File: src/rtl/memory_port_arbiter_pkg.sv
// Shared types for memory_port_arbiter: FSM state, port indices and request/response records.
package memory_port_arbiter_pkg;

  localparam int unsigned FETCH_PORT = 0;
  localparam int unsigned LSU_PORT   = 1;

  localparam int unsigned PKG_ADDR_W = 32;
  localparam int unsigned PKG_DATA_W = 32;

  typedef enum logic [0:0] {
    IDLE      = 1'b0,
    WAIT_RESP = 1'b1
  } state_e;

  typedef struct packed {
    logic                  valid;
    logic [PKG_ADDR_W-1:0] addr;
    logic                  write;
    logic [PKG_DATA_W-1:0] wdata;
  } req_t;

  typedef struct packed {
    logic                  valid;
    logic                  error;
    logic [PKG_DATA_W-1:0] rdata;
  } resp_t;

endpackage

File: src/rtl/memory_port_arbiter_rr_grant.sv
// One-hot grant selection for memory_port_arbiter.
// MEMORY_PORT_ARBITER_ROUND_ROBIN_EN selects round-robin from last_grant; otherwise fixed priority, port 0 highest.
module rr_grant #(
  parameter int unsigned NUM_PORTS = 2,
  parameter int unsigned PORT_W    = 1
) (
  input  logic [NUM_PORTS-1:0] req,
  input  logic [PORT_W-1:0]    last_grant,
  output logic [NUM_PORTS-1:0] grant
);

`ifdef MEMORY_PORT_ARBITER_ROUND_ROBIN_EN
  // Search starts at the port after last_grant and wraps, so the previous winner is checked last.
  always_comb begin
    logic found;
    found = 1'b0;
    grant = '0;
    for (int unsigned i = 1; i <= NUM_PORTS; i++) begin
      if (!found && req[(32'(last_grant) + i) % NUM_PORTS]) begin
        grant[(32'(last_grant) + i) % NUM_PORTS] = 1'b1;
        found = 1'b1;
      end
    end
  end
`else
  logic last_grant_unused;
  assign last_grant_unused = ^last_grant;

  always_comb begin
    logic found;
    found = 1'b0;
    grant = '0;
    for (int unsigned i = 0; i < NUM_PORTS; i++) begin
      if (!found && req[i]) begin
        grant[i] = 1'b1;
        found    = 1'b1;
      end
    end
  end
`endif

endmodule

File: src/rtl/memory_port_arbiter.sv
// Arbitrates hart-side fetch/LSU ports onto one memory port, one outstanding transaction at a time.
// Define MEMORY_PORT_ARBITER_ROUND_ROBIN_EN for round-robin arbitration; default is fixed priority (port 0).
module memory_port_arbiter
  import memory_port_arbiter_pkg::*;
#(
  parameter int unsigned NUM_PORTS = 2,
  parameter int unsigned ADDR_W    = 32,
  parameter int unsigned DATA_W    = 32
) (
  input  logic                              clock,
  input  logic                              clear,
  input  logic [NUM_PORTS-1:0]              req_valid,
  input  logic [NUM_PORTS-1:0][ADDR_W-1:0]  req_address,
  input  logic [NUM_PORTS-1:0]              req_write,
  input  logic [NUM_PORTS-1:0][DATA_W-1:0]  req_write_data,
  output logic [NUM_PORTS-1:0]              req_ready,
  output logic [NUM_PORTS-1:0]              resp_valid,
  output logic [NUM_PORTS-1:0]              resp_error,
  output logic [NUM_PORTS-1:0][DATA_W-1:0]  resp_read_data,
  input  logic [NUM_PORTS-1:0]              resp_ready,
  output logic                              mem_valid,
  output logic [ADDR_W-1:0]                 mem_address,
  output logic                              mem_write,
  output logic [DATA_W-1:0]                 mem_write_data,
  input  logic                              mem_ready,
  input  logic                              mem_resp_valid,
  input  logic                              mem_resp_error,
  input  logic [DATA_W-1:0]                 mem_resp_read_data,
  output logic                              mem_resp_ready
);

  localparam int unsigned PORT_W = (NUM_PORTS > 1) ? $clog2(NUM_PORTS) : 1;

  state_e              state_q, state_d;
  logic [PORT_W-1:0]   owner_q, owner_d;
  logic [PORT_W-1:0]   last_grant_q, last_grant_d;

  logic [NUM_PORTS-1:0] req_act;
  logic [NUM_PORTS-1:0] grant;
  logic [PORT_W-1:0]    gnt_idx;

  // Requests are masked while clear is held so every output shows its idle value.
  assign req_act = clear ? '0 : req_valid;

  rr_grant #(
    .NUM_PORTS (NUM_PORTS),
    .PORT_W    (PORT_W)
  ) u_rr_grant (
    .req        (req_act),
    .last_grant (last_grant_q),
    .grant      (grant)
  );

  always_comb begin
    gnt_idx = '0;
    for (int unsigned i = 0; i < NUM_PORTS; i++) begin
      if (grant[i]) gnt_idx = PORT_W'(i);
    end
  end

  always_comb begin
    state_d        = state_q;
    owner_d        = owner_q;
    last_grant_d   = last_grant_q;
    mem_valid      = 1'b0;
    mem_address    = '0;
    mem_write      = 1'b0;
    mem_write_data = '0;
    req_ready      = '0;
    resp_valid     = '0;
    resp_error     = '0;
    mem_resp_ready = 1'b1;
    for (int unsigned i = 0; i < NUM_PORTS; i++) begin
      resp_read_data[i] = mem_resp_read_data;
    end

    unique case (state_q)
      IDLE: begin
        // A response arriving here has no owner; it is accepted and dropped.
        if (|grant) begin
          mem_valid          = 1'b1;
          mem_address        = req_address[gnt_idx];
          mem_write          = req_write[gnt_idx];
          mem_write_data     = req_write_data[gnt_idx];
          req_ready[gnt_idx] = mem_ready;
          if (mem_ready) begin
            state_d      = WAIT_RESP;
            owner_d      = gnt_idx;
            last_grant_d = gnt_idx;
          end
        end
      end
      WAIT_RESP: begin
        resp_valid[owner_q] = mem_resp_valid;
        resp_error[owner_q] = mem_resp_error;
        mem_resp_ready      = resp_ready[owner_q];
        if (mem_resp_valid && resp_ready[owner_q]) begin
          state_d = IDLE;
        end
      end
      default: state_d = IDLE;
    endcase
  end

  always_ff @(posedge clock or posedge clear) begin
    if (clear) begin
      state_q      <= IDLE;
      owner_q      <= PORT_W'(FETCH_PORT);
      last_grant_q <= PORT_W'(NUM_PORTS - 1);
    end else begin
      state_q      <= state_d;
      owner_q      <= owner_d;
      last_grant_q <= last_grant_d;
    end
  end

endmodule

File: config.mk
export PLATFORM = sky130hd
export DESIGN_NAME = memory_port_arbiter
export DESIGN_NICKNAME = d
export VERILOG_FILES = /design/src/rtl/memory_port_arbiter_pkg.sv /design/src/rtl/memory_port_arbiter_rr_grant.sv /design/src/rtl/memory_port_arbiter.sv
export SDC_FILE = /design/constraint.sdc
export NUM_CORES = 1
export LEC_CHECK = 0
export ABC_AREA = 1
export CAP_MARGIN = 20
export CORE_AREA = 2 2 120 122
export DETAILED_ROUTE_END_ITERATION = 7
export DIE_AREA = 0 0 122 124
export DONT_BUFFER_PORTS = 1
export GPL_TIMING_DRIVEN = 0
export PLACE_DENSITY = 0.35
export SETUP_SLACK_MARGIN = 0.15
export SYNTH_ARGS = -nofsm -noshare
export SYNTH_HDL_FRONTEND = slang
export SYNTH_SLANG_ARGS = --single-unit
File: constraint.sdc
create_clock -name clock -period 1.2 [get_ports clock]
set_input_delay 0.24 -clock clock [delete_from_list [all_inputs] [get_ports clock]]
set_output_delay 0.24 -clock clock [all_outputs]
set_load 0.02 [all_outputs]
=== Yosys cells after proc, flatten, opt, wreduce, memory -nomap -nowiden ===
Cells that the tools add are included.

* Register bits: 2
* Bits in latches: 0
* Bits in writable memories: 0
* Memory bits (read-only): 0
* Bits of input ports: 171
* Output and inout bits: 137
* Word-level logic and storage cells: 50
* Memories: 0

* $add $sub $neg: 0
* $mul: 0
* Divide/modulo/power cells: 0
* Magnitude comparators: 4
* Eq/ne operators: 0
* Shifts and indexed selects: 0
* Muxes and demuxes: 33
* Bitwise operators: 4
* Reductions and logical operators: 7

{| class="wikitable"
|+ Operators with widths
! kind !! count
|-
| two-way mux 32 bit || 8
|-
| two-way mux 1 bit || 17
|-
| two-way mux 2 bit || 5
|-
| bitwise AND 2 bit || 3
|-
| logical AND 1 bit || 4
|-
| less-than comparator 1 x 2 -> 1 bit (second input constant) || 2
|-
| AND reduction 3 bit || 1
|-
| demux 1 bit (select 1 bit) || 2
|-
| greater-or-equal comparator 1 bit (second input constant) || 2
|-
| case mux 1 bit (2 select lines) || 1
|-
| OR reduction 2 bit || 1
|-
| zero test 1 bit || 1
|-
| inverter 1 bit || 1
|}

=== Depth between registers and ports, before layout ===
Gate-level depths: netlist (run 1).

* Word-level depth: 13
* Depth in mapped cells: 7
* Depth with buffers taken out: 6

=== By module ===
A second synthesis (run 1) with hierarchy kept.

* Cell total of the unflattened synthesis: 450
* Area, all modules: 2055.7 um^2

{| class="wikitable"
|+ Modules (own cells, without submodules)
! module !! instances !! cells an instance !! area an instance (um^2) !! sequential area each (um^2)
|-
| memory_port_arbiter || 1 || 447 || 2038.2 || 76.3
|-
| rr_grant || 1 || 3 || 17.5 || 0.0
|}

=== Worst setup path after synthesis (run 1) ===
No wires, ideal clock.

* Path type: reg-to-output
* Start: register state_q
* End: output port mem_write_data[21]
* Arrival time: 1172 ps
* Data required time: 960 ps
* Path slack: -212 ps
* Cell stages (with the launch flop): 5
* Path buffers: 1
* Path through: dfrtp_1 -> nor2_4 -> buf_2 -> nand2_1 -> nor2_1

* Longest elaborated chain between the ends: 1

{| class="wikitable"
|+ RTL lines
! element !! RTL line !! RTL
|-
| start: declaration || memory_port_arbiter.sv:34 || <nowiki>state_e state_q, state_d;</nowiki>
|-
| start signal: assignment || memory_port_arbiter.sv:111 || <nowiki>state_q <= state_d;</nowiki>
|-
| two-way mux 32 bit || memory_port_arbiter.sv:77 || <nowiki>unique case (state_q)</nowiki>
|-
| end: declaration || memory_port_arbiter.sv:24 || <nowiki>output logic [DATA_W-1:0] mem_write_data,</nowiki>
|}

No other way between the ends.

=== Worst setup path after layout (run 1) ===
* Start: register state_q
* End: output port mem_write_data[14]

The elaborated chain is that of the path after synthesis.

==> flow_metrics.tcl, run 1 <==
set metrics [dict create \
    status "finished, violations left" \
    violations "setup timing" \
    synth_xor_area_share_pct 0 \
    die_h_um 124 \
    worstSkewPairLatency_ns 0.22 \
    drv_cap 0 \
    fin_nets 629 \
    r2r_setup_slack_ns 0.07 \
    reg2regPathDepth 5 \
    r2r_start "state_q$_DFF_PP0_" \
    yosys.area_share.simple_pct 55.9 \
    first_iter_violations 28 \
    grt_pass1_wl_mm 10.5 \
    cts_buffer_depth 2 \
    die_w_um 122 \
    report.final.setup_viol 73 \
    grtUsageTotal_pct 8.64 \
    post-route-period-util_pct 129 \
    dieArea_um2 15100 \
    via_count 2462 \
    drv_slew 0 \
    core_area_um2 13700 \
    ir_worst_vdd_uv 929 \
    std_cell_rows 43 \
    cts_made_buffers 3 \
    required_ns 0.96 \
    min_path_type "in -> reg" \
    yosysSeqAreaShare_pct 2.17 \
    cts_tree "built" \
    synth.avg_cell_area_um2 5.18 \
    crit_type "reg -> out" \
    worstPathCellList "nor2_4 -> buf_12 -> buf_12 -> nand2_2 -> nor2_4" \
    antenna_found_initial 0 \
    max_slew_margin_pct 83.2 \
    finalHoldViolations 0 \
    multiInputGateArea_um2 1850 \
    timing.final.ws_setup_ns -0.344 \
    wl_mm 7.87 \
    postRouteAntennaNets 0 \
    avgRoutedWirePerCell_um 12.4 \
    place.gp.congestion 0.775 \
    yosysWarnings 0 \
    htreeDepth 1 \
    startpoint "state_q$_DFF_PP0_" \
    vias_per_cell 3.87 \
    final_cells 636 \
    cts.sinks 2 \
    leakage_nw 1.75 \
    placed_cells_incl_taps 625 \
    crit_buf_inv 2 \
    startpoint_type "flip-flop" \
    critPathCaptureType "output pin" \
    fill_cells 1577 \
    worstSetupPathDepth 5 \
    synth_compound_area_share_pct 0.380 \
    io_pins 308 \
    area_growth_pct 42.5 \
    synth-seq-cells 2 \
    synthesis.nets 616 \
    crit_family "flip-flops" \
    grt_max_degree 11 \
    synth_top_family_by_area "simple AND/OR/NAND/NOR gates" \
    route.detailed.drc 0 \
    arrival_ns 1.30 \
    slowest_stage "dfrtp_2" \
    clk_pin_slew_ns 0.03 \
    p_per_area_nw_per_um2 1010 \
    critPathMaxFanout 10 \
    final_common_cell "nand2_1" \
    max_clock_freq_ghz 0.648 \
    initial_utilization_pct 16.8 \
    drive_above_1_share_pct 52.6 \
    grt_pass1_vias 2202 \
    max_stage_delay_ns 0.41 \
    cp-endpoint "mem_write_data[14]" \
    syn-instance-count 445 \
    ff_latch_area_um2 51.3 \
    finClkSkew_ns 0.000717 \
    synthAdderAreaFrac_pct 0 \
    port-buffer-count 0 \
    place_ws_ns -0.212 \
    grt_setup_unrepaired "yes" \
    finalCriticalPeriod_ns 1.54 \
    layout_common_cells "nand2_1 (77), nor2_4 (74), buf_4 (74)" \
    r2r_end "state_q$_DFF_PP0_" \
    tightestPinTransition_ns 0.253 \
    ys_types 15 \
    hpwlAfterDp_mm 6.80 \
    synthMuxAreaShare_pct 0 \
    grt_overflow 0 \
    n_antenna_cell 0 \
    totalPowerFinal_mw 3.33 \
    syn_area_um2 2300 \
    dr.pass1.iters 4 \
    cts_root_buf "clkbuf_16" \
]
-- logic make-up (layout without fill, tap and decap cells) --
kind of cell | count (synthesis) | count (layout)
AO/OA/AOI/OAI | 1 | 1
AND/OR/NAND/NOR | 283 | 283
flip-flops | 2 | 2
buffers and inverters | 159 | 170
-- tightest hold or removal path: cells and delay by family --
family           cells  cell delay, ns
and+or+nand+nor      4            0.25
-- worst min path at each step --
stage	from	endpoint	slack [ns]	cells past startpoint
after detailed placement	clear	state_q$_DFF_PP0_	0.003	1
after floorplan	clear	owner_q$_DFFE_PP0P_	-0.01	1
after global placement	clear	owner_q$_DFFE_PP0P_	0.002	1
final	req_valid[1]	state_q$_DFF_PP0_	0.30	4
after global routing	req_valid[1]	state_q$_DFF_PP0_	0.33	4
after CTS	mem_resp_valid	state_q$_DFF_PP0_	0.30	3
-- area by class of cell --
class | instances | share of cell area, %
plain buffers | 85 | 21.6
clock buffers | 3 | 2.29
inverters | 74 | 8.54
multi-input cells | 284 | 56.3
flip-flops and latches | 2 | 1.56
well taps | 180 | 6.86
repair buffers | 8 | 2.82
-- power breakdown --
part           switching (mW)  internal [mW]  leakage, nW  total (mW)
registers              0.0375          0.104       0.0237       0.141
clock network          0.0706          0.423       0.0370       0.494
logic                    1.72          0.969         1.68        2.69
total                    1.83           1.50         1.75        3.33
-- cells in the mapped netlist --
master    number  share of area (%)
nor2_4         1               0.49
nand2_2       40                 11
nor2_2        40                 11
buf_4         69                 22
buf_12         5                4.3
dfrtp_1        2                2.2
inv_2          2               0.33
nand3_1        1               0.22
o21ai_2        1               0.38
buf_2         10                2.2
nor2_1       100                 16
inv_1         72                 12
nand2_1      100                 16
buf_6          1               0.49
nand3b_4       1               0.87
-- state kept, by name, summed over array words and instances, names as in the netlist --
signal,count
state_q,1
owner_q,1
-- per-layer routing --
layer | global-route usage (%) | routed length, µm
met1 | 9.04 | 2650
met2 | 18.2 | 4530
met3 | 1.51 | 670
met4 | 1.01 | 13
met5 | 0 | 0
-- repair_timing --
action | CTS | global route
gates cloned | 0 | 1
hold endpoints to repair | 2 | 0
pin swaps | 17 | 20
setup endpoints to repair | 75 | 75
hold buffers | 1 | 0
resized for setup | 38 | 18
buffers inserted | 4 | 2
-- stage by stage --
stage / utilization [%] / TNS [ns] / instance area (µm²) / hold WS, ns
floorplan: - / -2.64 / 2720 / -0.0126
global placement: 21.4 / -11.98 / 2940 / 0.00234
detailed placement: 21.4 / -12.03 / 2940 / 0.00277
CTS: 23.2 / -25.24 / 3180 / 0.297
global route: 23.9 / -25.87 / 3280 / 0.327
finish: 23.9 / -21.29 / 3280 / 0.299
No activity file was read; power rests on OpenSTA's default activity.
==> run 2: changes to the inputs <==
--- a/config.mk
+++ b/config.mk
@@ -7,12 +7,12 @@
 export LEC_CHECK = 0
 export ABC_AREA = 1
 export CAP_MARGIN = 20
-export CORE_AREA = 2 2 120 122
+export CORE_AREA = 10 10 111 113
 export DETAILED_ROUTE_END_ITERATION = 7
-export DIE_AREA = 0 0 122 124
+export DIE_AREA = 0 0 121 123
 export DONT_BUFFER_PORTS = 1
 export GPL_TIMING_DRIVEN = 0
-export PLACE_DENSITY = 0.35
+export PLACE_DENSITY = 0.42
 export SETUP_SLACK_MARGIN = 0.15
 export SYNTH_ARGS = -nofsm -noshare
 export SYNTH_HDL_FRONTEND = slang
==> run 2 against run 1 <==
The run still ends with setup timing left. First-iteration DRC count rose to 2.6 times the previous value. Global-route usage rose by 3.4 points. Utilization is 6.9 points higher. Flip-flop and latch count stayed put. Non-clock buffer count fell by 1. Clock skew up 0.0030 ns. Largest power group unchanged.
==> flow_metrics.tcl, run 2 (synthesized netlist as in run 1, its figures left out) <==
set metrics [dict create \
    drv_cap 0 \
    ir_worst_vdd_uv 964 \
    startpoint "state_q$_DFF_PP0_" \
    crit_buf_inv 2 \
    required_ns 0.96 \
    p_per_area_nw_per_um2 1000 \
    vias_per_cell 4.20 \
    leakage_nw 1.68 \
    dieArea_um2 14900 \
    worstPathCellList "nor2_4 -> buf_12 -> buf_12 -> nand2_2 -> nor2_4" \
    grt_pass1_wl_mm 14.7 \
    wl_mm 10.3 \
    hp-start "req_valid[1]" \
    place.gp.congestion 0.863 \
    route.detailed.drc 0 \
    die_h_um 123 \
    tns_ns -22.35 \
    reg_top3 "owner_q: 1 flops, state_q: 1 flops" \
    grtUsageTotal_pct 12.1 \
    crit_family "flip-flops" \
    first_iter_violations 73 \
    cts_made_buffers 3 \
    antenna_found_initial 0 \
    max_stage_delay_ns 0.41 \
    area_growth_pct 35.6 \
    stdcell_area_um2 3120 \
    place_area_um2 2890 \
    hpwlAfterDp_mm 9.17 \
    critPathCaptureType "output pin" \
    ff_latch_area_um2 51.3 \
    arrival_ns 1.32 \
    crit_type "reg -> out" \
    finClkSkew_ns 0.00374 \
    final_common_cell "nand2_1" \
    cts_root_buf "clkbuf_8" \
    grt_pass1_vias 2676 \
    std_cell_rows 37 \
    startpoint_type "flip-flop" \
    initial_utilization_pct 22.7 \
    post-route-period-util_pct 130 \
    grt_setup_unrepaired "yes" \
    status "finished, violations left" \
    slowest_stage "dfrtp_2" \
    die_w_um 121 \
    cts_buffer_depth 2 \
    drive_above_1_share_pct 49.9 \
    via_count 2485 \
    n_antenna_cell 0 \
    clk_pin_slew_ns 0.03 \
    r2r_start "state_q$_DFF_PP0_" \
    min_path_type "in -> reg" \
    dr.pass1.iters 4 \
    final_core_util_pct 30.8 \
    fill_cells 1127 \
    totalPowerFinal_mw 3.14 \
    finalHoldViolations 0 \
    core_area_um2 10100 \
    multiInputGateArea_um2 1810 \
    max_slew_margin_pct 82.9 \
    tightestPinTransition_ns 0.255 \
    worstSkewPairLatency_ns 0.22 \
    avgRoutedWirePerCell_um 17.5 \
    fin_nets 628 \
    critPathMaxFanout 10 \
    grt_overflow 0 \
    finalCriticalPeriod_ns 1.56 \
    layout_common_cells "nand2_1 (92), nor2_4 (74), buf_4 (74)" \
    max_clock_freq_ghz 0.643 \
    violations "setup timing" \
    postRouteAntennaNets 0 \
    cts.sinks 2 \
    port-buffer-count 0 \
    timing.final.ws_setup_ns -0.355 \
    htreeDepth 1 \
    report.final.setup_viol 74 \
    cts_tree "built" \
    drv_slew 0 \
    holdWs_ns 0.300 \
    grt_max_degree 11 \
    io_pins 308 \
]
-- run 2: changes by cell type in the layout (fill, tap and decap cells not counted), sizes merged --
cell and delta:
buf -1
-- run 2: power by group --
part	total [mW]	switching (mW)	internal [mW]	leakage (nW)
sequential	0.156	0.0520	0.104	0.0237
combinational	2.70	1.76	0.938	1.63
clock	0.282	0.0680	0.214	0.0216
-- run 2: routing by layer --
metal	global-route usage, %	vias up	share of wire [%]
met5	0	-	0
met4	2.04	0	0.72
met3	5.33	6	12
met2	23.5	168	54
met1	11.6	1107	33
li1	-	1204	-
-- run 2: area by class of cell --
type / count / area share [%]
timing repair buffer: 7 / 2.56
buffer: 85 / 22.1
inverter: 74 / 8.97
sequential: 2 / 1.64
multi-input combinational: 284 / 57.9
tap: 136 / 5.45
clock buffer: 3 / 1.32
-- run 2: path summary, 6_finish.rpt --
path / endpoint / slack (ns) / depth (start not counted)
worst max-delay path: mem_address[26] / -0.36 / 5
worst min-delay path: state_q$_DFF_PP0_ / 0.30 / 4
worst max register to register: state_q$_DFF_PP0_ / -0.02 / 6
worst min register to register: owner_q$_DFFE_PP0P_ / 0.63 / 2
max in group asynchronous: state_q$_DFF_PP0_ / 0.72 / 2
min in group asynchronous: owner_q$_DFFE_PP0P_ / 0.34 / 2
-- run 2: per-stage QoR --
step                      cells  setup WS [ns]
final                       591         -0.355
after global routing        591         -0.429
after CTS                   588         -0.387
after detailed placement    581         -0.228
after global placement      581         -0.229
after floorplan             445        -0.0671
-- run 2: timing repair --
| action | in CTS | in global routing |
|---|---|---|
| buffers inserted | 3 | 2 |
| pin swaps | 7 | 13 |
| gates resized for setup | 22 | 13 |
| gates cloned | 0 | 1 |
| setup endpoints to repair | 75 | 75 |
| hold endpoints to repair | 2 | 0 |
| hold buffers | 1 | 0 |
-- run 2: worst reg2reg max path, delay by kind of cell (launching register included) --
kind / cells / cell delay, ns
buf+inv: 2 / 0.28
simple gates: 4 / 0.41
flops: 1 / 0.41
==> run 3: changes to the inputs <==
--- a/config.mk
+++ b/config.mk
@@ -11,7 +11,7 @@
 export DETAILED_ROUTE_END_ITERATION = 7
 export DIE_AREA = 0 0 121 123
 export DONT_BUFFER_PORTS = 1
-export GPL_TIMING_DRIVEN = 0
+export GPL_TIMING_DRIVEN = 1
 export PLACE_DENSITY = 0.42
 export SETUP_SLACK_MARGIN = 0.15
 export SYNTH_ARGS = -nofsm -noshare
==> run 3 against run 2 <==
The flow still finishes with violations (setup timing). Utilization is 6.1 points lower. Critical path depth fell by 1. Clock skew shrank 0.0031 ns. Largest cell class unchanged. Largest power group unchanged.
==> flow_metrics.tcl, run 3 (synthesized netlist as in run 1, its figures left out) <==
set metrics [dict create \
    status "finished, violations left" \
    violations "setup timing" \
    grt_max_degree 72 \
    fin_nets 553 \
    worstSkewPairLatency_ns 0.21 \
    report.final.setup_viol 75 \
    p_per_area_nw_per_um2 1010 \
    finalHoldViolations 0 \
    grt_setup_unrepaired "yes" \
    critPathCaptureType "output pin" \
    cts_root_buf "clkbuf_8" \
    finClkSkew_ns 0.000591 \
    tns_ns -20.97 \
    grt_pass1_vias 2101 \
    first_iter_violations 49 \
    route.detailed.drc 0 \
    cts.sinks 2 \
    dieArea_um2 14900 \
    place.gp.congestion 0.845 \
    final_common_cell "nand2_1" \
    max_slew_margin_pct 81.0 \
    fill_cells 1189 \
    arrival_ns 1.31 \
    clk_pin_slew_ns 0.03 \
    grtUsageTotal_pct 8.92 \
    vias_per_cell 4.14 \
    multiInputGateArea_um2 1770 \
    min_path_type "in -> reg" \
    port-buffer-count 0 \
    tightestPinTransition_ns 0.284 \
    avgRoutedWirePerCell_um 15.1 \
    max_clock_freq_ghz 0.646 \
    layout_common_cells "nand2_1 (98), nor2_4 (72), inv_1 (71)" \
    initial_utilization_pct 22.7 \
    area_growth_pct 8.96 \
    std_cell_rows 37 \
    reg2regPathDepth 7 \
    drive_above_1_share_pct 37.1 \
    htreeDepth 1 \
    drv_slew 0 \
    core_area_um2 10100 \
    stdcell_area_um2 2510 \
    wl_mm 7.79 \
    place_area_um2 2360 \
    critPathMaxFanout 34 \
    die_w_um 121 \
    grt_pass1_wl_mm 11.0 \
    timing.final.ws_setup_ns -0.348 \
    ir_worst_vdd_uv 981 \
    ff_latch_area_um2 50.0 \
    cts_buffer_depth 2 \
    grt_overflow 0 \
    reg_top3 "owner_q: 1 flops, state_q: 1 flops" \
    drv_cap 0 \
    antenna_found_initial 0 \
    min_delay_path_depth 4 \
    dr.pass1.iters 4 \
    placed_cells_incl_taps 510 \
    post-route-period-util_pct 129 \
    cts_tree "built" \
    leakage_nw 1.33 \
    hpwlAfterDp_mm 6.80 \
    postRouteAntennaNets 0 \
    startpoint_type "flip-flop" \
    finalCriticalPeriod_ns 1.55 \
    cts_made_buffers 3 \
    required_ns 0.96 \
    die_h_um 123 \
    final_cells 516 \
    crit_type "reg -> out" \
    n_antenna_cell 0 \
    io_pins 308 \
    via_count 2136 \
]
[run 3: where the power goes]
part	switching, mW	internal (mW)	leakage (nW)
registers	0.0480	0.100	0.0247
clock network	0.0486	0.212	0.0216
logic	1.46	0.674	1.28
total	1.56	0.986	1.33
[run 3: timing repair]
action                                  in CTS  in global routing
hold buffers                                 1                  0
endpoints found under the setup margin      75                 75
setup buffers                                1                  1
gates resized for setup                     16                  6
pin swaps                                    1                  5
hold endpoints to repair                     2                  0
[run 3: routing by layer]
metal | up-vias | routed length (µm) | track usage, %
met4 | 0 | 177 | 3.32
li1 | 1054 | - | -
met2 | 150 | 4160 | 16.9
met5 | - | 0 | 0
met3 | 22 | 1070 | 4.42
met1 | 910 | 2370 | 8.03
[run 3: layout make-up]
class                           count  area share [%]
Clock buffer                        3            1.65
Timing Repair Buffer               17            8.08
Sequential cell                     2            1.99
Inverter                           74            11.2
Multi-Input combinational cell    284            70.3
Tap cell                          136            6.78
[run 3: per-stage QoR]
stage | setup slack (ns) | util (%) | hold WS (ns) | total power [mW]
floorplan | -0.0671 | - | -0.0126 | 2.17
detailed placement | -0.150 | 23.3 | 0.109 | 2.09
global route | -0.415 | 24.8 | 0.362 | 2.74
CTS | -0.360 | 24.4 | 0.329 | 2.53
finish | -0.348 | 24.8 | 0.330 | 2.54
global placement | -0.150 | 23.3 | 0.107 | 2.07
[run 3: final timing paths]
path	startpoint	endpoint	slack, ns
worst max-delay path	state_q$_DFF_PP0_	mem_address[31]	-0.35
worst min-delay path	req_valid[1]	state_q$_DFF_PP0_	0.33
worst max register to register	state_q$_DFF_PP0_	state_q$_DFF_PP0_	-0.03
worst min register to register	owner_q$_DFFE_PP0P_	owner_q$_DFFE_PP0P_	0.61
max in group asynchronous	clear	owner_q$_DFFE_PP0P_	0.62
min in group asynchronous	clear	state_q$_DFF_PP0_	0.45
[run 3: critical path, stage by stage, from the launching register on]
cell,delay (ns)
dfrtp_1,0.39
nor2_4,0.15
buf_12,0.23
nand2_1,0.13
nor2_4,0.17
